## config.mk

```make
export PLATFORM = sky130hd
export DESIGN_NAME = debug_unit
export DESIGN_NICKNAME = d
export VERILOG_FILES = /design/src/rtl/debug_unit_pkg.sv /design/src/rtl/debug_word_tx.sv /design/src/rtl/debug_unit.sv
export SDC_FILE = /design/constraint.sdc
export NUM_CORES = 1
export LEC_CHECK = 0
export CAP_MARGIN = 20
export CORE_MARGIN = 1.5
export CORE_UTILIZATION = 45
export CTS_CLUSTER_DIAMETER = 100
export DETAILED_ROUTE_END_ITERATION = 8
export DONT_BUFFER_PORTS = 1
export MAX_ROUTING_LAYER = met4
export SKIP_LAST_GASP = 1
export SYNTH_ARGS = -nofsm -noshare
export SYNTH_HDL_FRONTEND = slang
export SYNTH_SLANG_ARGS = --single-unit
```

## constraint.sdc

```tcl
create_clock -name i_clk -period 4.01 [get_ports i_clk]
set_clock_uncertainty 0.2 [all_clocks]
set_input_delay 0.802 -clock i_clk [delete_from_list [all_inputs] [get_ports i_clk]]
set_output_delay 0.802 -clock i_clk [all_outputs]
set_load 0.02 [all_outputs]
```

## src/rtl/debug_unit_pkg.sv

```systemverilog
// Shared definitions for the UART debug unit: host command bytes, the HALT
// encoding that ends a program load, and the controller state enum.
package debug_pkg;

    localparam logic [7:0]  CMD_LOAD   = 8'h4C;  // 'L'
    localparam logic [7:0]  CMD_CONT   = 8'h43;  // 'C'
    localparam logic [7:0]  CMD_STEP   = 8'h53;  // 'S'
    localparam logic [31:0] HALT_INSTR = 32'h0000_003F;

    typedef enum logic [3:0] {
        IDLE,
        LOAD,
        LOAD_WR,
        RUN,
        STEP,
        DUMP_ADDR,
        DUMP_CAP,
        DUMP_SEND,
        DUMP_WAIT
    } state_e;

endpackage

```

## src/rtl/debug_word_tx.sv

```systemverilog
// Word-to-byte serializer: holds one captured word and presents it MSB byte
// first, advancing one byte per completed transmitter handshake.
module debug_word_tx #(
    parameter int INST_SZ = 32
) (
    input  logic               i_clk,
    input  logic               i_reset,
    input  logic               i_load,
    input  logic [INST_SZ-1:0] i_word,
    input  logic               i_send,
    input  logic               i_waiting,
    input  logic               i_tx_done,
    output logic [7:0]         o_tx_data,
    output logic               o_tx_start,
    output logic               o_byte_done,
    output logic               o_word_done
);

    localparam int NB = INST_SZ / 8;
    localparam int IW = (NB > 1) ? $clog2(NB) : 1;

    logic [INST_SZ-1:0] shift_q, shift_d;
    logic [IW-1:0]      idx_q, idx_d;
    logic               last_byte;

    assign last_byte   = (idx_q == IW'(NB - 1));
    assign o_byte_done = i_waiting & i_tx_done;
    assign o_word_done = o_byte_done & last_byte;
    assign o_tx_start  = i_send;
    assign o_tx_data   = shift_q[INST_SZ-1 -: 8];

    always_comb begin
        shift_d = shift_q;
        idx_d   = idx_q;
        if (i_load) begin
            shift_d = i_word;
            idx_d   = '0;
        end else if (o_byte_done && !last_byte) begin
            shift_d = shift_q << 8;
            idx_d   = idx_q + IW'(1);
        end
    end

    always_ff @(posedge i_clk or negedge i_reset) begin
        if (!i_reset) begin
            shift_q <= '0;
            idx_q   <= '0;
        end else begin
            shift_q <= shift_d;
            idx_q   <= idx_d;
        end
    end

endmodule

```

## src/rtl/debug_unit.sv

```systemverilog
// UART debug controller: loads programs into instruction memory, runs or
// single-steps the pipeline, then dumps PC and the debug register space.
module debug_unit
    import debug_pkg::*;
#(
    parameter int INST_SZ    = 32,
    parameter int REG_SZ     = 5,
    parameter int DUMP_WORDS = 32
) (
    input  logic               i_clk,
    input  logic               i_reset,
    input  logic [7:0]         i_rx_data,
    input  logic               i_rx_done,
    output logic [7:0]         o_tx_data,
    output logic               o_tx_start,
    input  logic               i_tx_done,
    output logic [INST_SZ-1:0] o_instruction,
    output logic               o_write,
    output logic               o_enable,
    output logic [REG_SZ-1:0]  o_debug_addr,
    input  logic [INST_SZ-1:0] i_pc,
    input  logic [INST_SZ-1:0] i_data,
    input  logic               i_halt,
    output state_e             o_state
);

    // Word 0 of a dump is the PC; word k >= 1 is debug address k-1.
    localparam int WCNT_W = $clog2(DUMP_WORDS + 1);

    state_e              state_q, state_d;
    logic [1:0]          cnt_q, cnt_d;
    logic [INST_SZ-1:0]  asm_q, asm_d;
    logic [REG_SZ-1:0]   addr_q, addr_d;
    logic [WCNT_W-1:0]   word_q, word_d;

    logic                tx_load, tx_send, tx_waiting;
    logic                byte_done, word_done;

    always_ff @(posedge i_clk or negedge i_reset) begin
        if (!i_reset) begin
            state_q <= IDLE;
            cnt_q   <= '0;
            asm_q   <= '0;
            addr_q  <= '0;
            word_q  <= '0;
        end else begin
            state_q <= state_d;
            cnt_q   <= cnt_d;
            asm_q   <= asm_d;
            addr_q  <= addr_d;
            word_q  <= word_d;
        end
    end

    always_comb begin
        state_d = state_q;
        cnt_d   = cnt_q;
        asm_d   = asm_q;
        addr_d  = addr_q;
        word_d  = word_q;
        case (state_q)
            IDLE: begin
                cnt_d = '0;
                if (i_rx_done) begin
                    case (i_rx_data)
                        CMD_LOAD: state_d = LOAD;
                        CMD_CONT: state_d = RUN;
                        CMD_STEP: state_d = STEP;
                        default:  state_d = IDLE;
                    endcase
                end
            end
            LOAD: begin
                if (i_rx_done) begin
                    asm_d = {asm_q[INST_SZ-9:0], i_rx_data};
                    if (cnt_q == 2'd3) begin
                        cnt_d   = '0;
                        state_d = LOAD_WR;
                    end else begin
                        cnt_d = cnt_q + 2'd1;
                    end
                end
            end
            LOAD_WR: state_d = (asm_q == INST_SZ'(HALT_INSTR)) ? IDLE : LOAD;
            RUN: begin
                if (i_halt) begin
                    addr_d  = '0;
                    word_d  = '0;
                    state_d = DUMP_ADDR;
                end
            end
            STEP: begin
                addr_d  = '0;
                word_d  = '0;
                state_d = DUMP_ADDR;
            end
            DUMP_ADDR: state_d = DUMP_CAP;
            DUMP_CAP:  state_d = DUMP_SEND;
            DUMP_SEND: state_d = DUMP_WAIT;
            DUMP_WAIT: begin
                if (word_done) begin
                    if (word_q == WCNT_W'(DUMP_WORDS)) begin
                        state_d = IDLE;
                    end else begin
                        word_d  = word_q + WCNT_W'(1);
                        if (word_q != '0) addr_d = addr_q + REG_SZ'(1);
                        state_d = DUMP_ADDR;
                    end
                end else if (byte_done) begin
                    state_d = DUMP_SEND;
                end
            end
            default: state_d = IDLE;
        endcase
    end

    always_comb begin
        o_write       = (state_q == LOAD_WR);
        o_enable      = ((state_q == RUN) || (state_q == STEP)) && !i_halt;
        o_instruction = asm_q;
        o_debug_addr  = addr_q;
        o_state       = state_q;
        tx_load       = (state_q == DUMP_CAP);
        tx_send       = (state_q == DUMP_SEND);
        tx_waiting    = (state_q == DUMP_WAIT);
    end

    debug_word_tx #(
        .INST_SZ (INST_SZ)
    ) u_word_tx (
        .i_clk       (i_clk),
        .i_reset     (i_reset),
        .i_load      (tx_load),
        .i_word      ((word_q == '0) ? i_pc : i_data),
        .i_send      (tx_send),
        .i_waiting   (tx_waiting),
        .i_tx_done   (i_tx_done),
        .o_tx_data   (o_tx_data),
        .o_tx_start  (o_tx_start),
        .o_byte_done (byte_done),
        .o_word_done (word_done)
    );

endmodule

```

== Word-level counts from Yosys, hierarchy flattened ==
Cells that the tools add are included.
Word-level totals
  bits in registers: 83
  word-level logic and storage cells: 79
  input port bits: 77
Operators by class
  equal/unequal tests: 23
  reduce and logical (&&, ||, !) cells: 16
  bitwise gates (word level): 2
  add/sub/neg operators: 4
  multiplexer cells: 27
Operators by type and width (number)
  32-bit two-way mux: 3
  4-bit case mux with 9 select lines: 1
  32-bit by 6-bit == test with 1-bit output (second input constant): 1
  8-bit by 7-bit == test with 1-bit output (second input constant): 3
  4-bit two-way mux: 6
  5-bit two-way mux: 4
  6-bit two-way mux: 3
  6-bit case mux with 3 select lines: 1
  4-bit by 3-bit == test with 1-bit output (second input constant): 4
  5-bit case mux with 3 select lines: 1
  2-bit != test (second input constant): 7
  5-bit AND reduction: 2
  3-bit case mux with 3 select lines: 1
  4-bit by 2-bit == test with 1-bit output (second input constant): 2
  2-bit two-way mux: 4
  6-bit by 1-bit adder with 6-bit output (second input constant): 1
  6-bit == test (second input constant): 1
  6-bit logical NOT: 1
  6-bit nonzero test: 1
  5-bit by 1-bit adder with 5-bit output (second input constant): 1
  2-bit by 1-bit adder with 2-bit output (second input constant): 2
  2-bit == test (second input constant): 2
  4-bit by 1-bit == test with 1-bit output (second input constant): 1
  4-bit == test (second input constant): 1
  other kinds (13): 18

== Longest topological paths before layout ==
  depth in word-level cells: 5
  mapped depth: 9

== By module ==
Synthesis repeated with hierarchy kept, for this count alone.
Unflattened totals
  cells, all modules: 501
  area, all modules: 4420.5 µm²
Modules (own cells, without submodules)
  debug_unit: area each 2778.9 µm², cells each 315, times used 1, sequential area each 1226.2 µm²
  debug_word_tx: area each 1641.6 µm², cells each 186, times used 1, sequential area each 850.8 µm²

== Least setup slack after synthesis ==
No wires, ideal clock.
  path kind: flip-flop to output port
  start point: register state_q[1] (netlist: o_state[1])
  end point: output port o_enable
  cell stages (with the launch flop): 4
  slack: 1413 ps
  arrival: 1595 ps
  required time: 3008 ps
  path through: dfrtp_1 or3b_2 a21oi_2 nor2b_1
On the way
  cells in the longest elaborated chain, start to end: 3
RTL lines
  from (decl): line debug_unit.sv:30  | state_e state_q, state_d;
  from (signal assigned): line debug_unit.sv:47  | state_q <= state_d;
  4-bit by 2-bit == test with 1-bit output / 4-bit by 3-bit == test with 1-bit output (equally long branches): line debug_unit.sv:119  | o_enable = ((state_q == RUN) || (state_q == STEP)) && !i_halt;
  1-bit logical OR (*): line debug_unit.sv:119
  1-bit logical AND (*): line debug_unit.sv:119
  to (decl): line debug_unit.sv:19  | output logic o_enable,
Mark *: on every way between the ends. The rest lies on a longest branch, timed or not.

== Final worst setup path ==
  start point: register state_q[2] (netlist: o_state[2])
  end point: output port o_enable
The elaborated chain is that of the path after synthesis.

==> impl_metrics.tcl <==
set metrics [dict create \
    hold_buffers 1 \
    synth_top_family_by_area "simple AND/OR/NAND/NOR gates" \
    clk_latency_ns 0.35 \
    cts.sinks 83 \
    postLayoutCoreUtil_pct 49.1 \
    die-area_sq_um 10100 \
    numCtsBuffers 9 \
    ys_async_sr_fraction_pct 100 \
    run_status "completed" \
    slew_headroom_pct 52.3 \
    fin_crit_ns 3.27 \
    grt_use_total_pct 20.5 \
    syn_to_final_growth_pct 5.90 \
    final_nets 515 \
    synth_top_flop_cell "dfrtp_1" \
    synth-edff-count 0 \
    layout-drive-gt1-share_pct 15.1 \
    peakVddDrop_mv 0.395 \
    synthDistinctLibCells 52 \
    syn_area_sq_um 4290 \
    rsz0062_at_grt "false" \
    die_h_um 101 \
    routedWlPerCell_um 17.0 \
    crit_path_max_fanout 14 \
    grt_remaining_overflow 0 \
    synth_xor_area_share_pct 0.409 \
    setup_tns_ns 0 \
    finalCritPeriodShare_pct 81.5 \
    finalHoldViolCount 0 \
    yosysWarningCount 0 \
    setup_violations 0 \
    grt_max_degree 84 \
    yosysTopAreaCellShare_pct 48.5 \
    drtIter0Drc 176 \
    htree_levels 3 \
    worstSetupEndpointType "primary output" \
    place_hpwl_um 6570 \
    start_util_pct 46.4 \
    layout_common_cells "105 x nand2_1, 83 x dfrtp_1, 33 x mux2_2, 25 x a31oi_1, 24 x and3_1" \
    worstSetupStartpoint "o_state[2]$_DFFE_PN0P_" \
    die_w_um 101 \
    drtAntennaViolNets 0 \
    synthAdderAreaFrac_pct 1.46 \
    critPathKind "reg2out" \
    postSynthAreaPerCell_sq_um 9.52 \
    synth-simple-area-share_pct 22.9 \
    max_freq_mhz 306 \
    routabilityCongestion 0.875 \
    r2r-start "o_state[0]$_DFFE_PN0P_" \
    tritoncts "yes" \
    crit_required_ns 3.01 \
    finalMaxSlewViolations 0 \
    grt_pass1_wl_um 15800 \
    grt_pass1_vias 3046 \
    routed_wl_um 9620 \
    worst_pin_slew_ns 0.706 \
    core_sq_um 9240 \
    syn-num-nets 532 \
    io_buffers 0 \
    netlist_instances 450 \
    grt_antenna_before_repair 0 \
    p_leak_nw 2.15 \
    clockBufferDepth 2 \
    clockRootBuffer "clkbuf_8" \
    worst_setup_path_start_kind "flip-flop" \
    synth-compound-area-share_pct 11.1 \
    cts_resized 0 \
    n_antenna_cell 0 \
    io_pins 129 \
    final_common_cell "nand2_1" \
    synth_top_cell_by_area "dfrtp_1" \
    synth_mux_area_share_pct 10.8 \
    clk_pin_slew_ns 0.08 \
    cp.arrival_ns 2.27 \
    ys_seq_area_share_pct 48.5 \
    vias 3178 \
    power.density_nw_per_um2 566 \
    hp-class "in2async" \
    routed_via_density 5.60 \
    maxCapViolCount 0 \
    post_cts_buffers 0 \
    drc 0 \
    ys_ff_latch 83 \
    rows 35 \
    first_pass_iters 4 \
    synth_area_leaders "dfrtp_1 48%, nand2_1 9.2%, mux2_2 8.7%" \
]
-- logic make-up after synthesis --
group	Yosys count
XOR/XNOR	2
buffers and inverters	43
AO/OA/AOI/OAI	72
adder cells (fa/ha/maj)	5
AND/OR/NAND/NOR	203
multiplexers	42
flip-flops	83
-- critical path, cell delays in order, from the launching register on --
cell,delay (ns)
dfrtp_1,0.69
or3b_2,0.51
a21oi_2,0.30
nor2b_1,0.43
-- state kept, by name, summed over array words and instances (netlist names) --
name               flops
o_instruction         32
u_word_tx.shift_q     32
word_q                 6
o_debug_addr           5
o_state                4
cnt_q                  2
u_word_tx.idx_q        2
-- routing by layer --
metal	part of all wire (%)	track usage, %	up-vias
met3	5.8	5.20	10
met2	45	29.5	93
li1	-	-	1556
met4	1.2	5.85	0
met1	48	28.6	1519
met5	0	-	-
-- final timing paths --
kind / slack [ns] / cells past startpoint / end
min: 0.15 / 1 / word_q[5]$_DFFE_PN0P_
max in group asynchronous: 3.13 / 1 / u_word_tx.shift_q[10]$_DFFE_PN0P_
min reg2reg: 0.31 / 2 / u_word_tx.shift_q[1]$_DFFE_PN0P_
max reg2reg: 1.25 / 5 / o_debug_addr[4]$_DFFE_PN0P_
min in group i_clk: 0.31 / 2 / u_word_tx.shift_q[1]$_DFFE_PN0P_
max: 0.74 / 3 / o_enable
-- cell type report --
cell class,instances,area [sq um]
Sequential cell,83,2080
Tap cell,129,161
Clock inverter,6,47.5
Fill cell,890,4700
Multi-Input combinational cell,324,2000
Timing Repair Buffer,9,87.6
Clock buffer,10,138
Inverter,6,22.5
-- synthesized netlist by cell type, types with 9 or more instances --
| master | count |
|---|---|
| nand2_1 | 105 |
| dfrtp_1 | 83 |
| mux2_2 | 33 |
| a31oi_1 | 25 |
| and3_1 | 24 |
| clkbuf_1 | 17 |
| nand3_1 | 17 |
| nor2_1 | 16 |
| o21ai_0 | 15 |
| buf_4 | 9 |
| mux2i_1 | 9 |
-- report_power, final --
group / switching (mW) / internal (mW) / leakage (nW) / total [mW]
Clock: 0.317 / 0.248 / 0.0933 / 0.565
Sequential: 0.399 / 1.04 / 1.02 / 1.44
Combinational: 0.292 / 0.275 / 1.04 / 0.567
-- per-stage QoR --
step / hold WS, ns / total power [mW] / std cells / instance area [sq um] / setup WS (ns)
3_5_place_dp: 0.291 / 2.01 / 550 / 4330 / 1.10
4_1_cts: 0.159 / 2.60 / 567 / 4540 / 0.708
3_3_place_gp: 0.283 / 1.99 / 550 / 4330 / 1.14
6_report: 0.151 / 2.57 / 567 / 4540 / 0.740
2_1_floorplan: 0.267 / 1.87 / 450 / 4290 / 1.41
5_1_grt: 0.174 / 2.74 / 567 / 4540 / 0.609
Note: power is estimated with default switching activity, not from simulation.
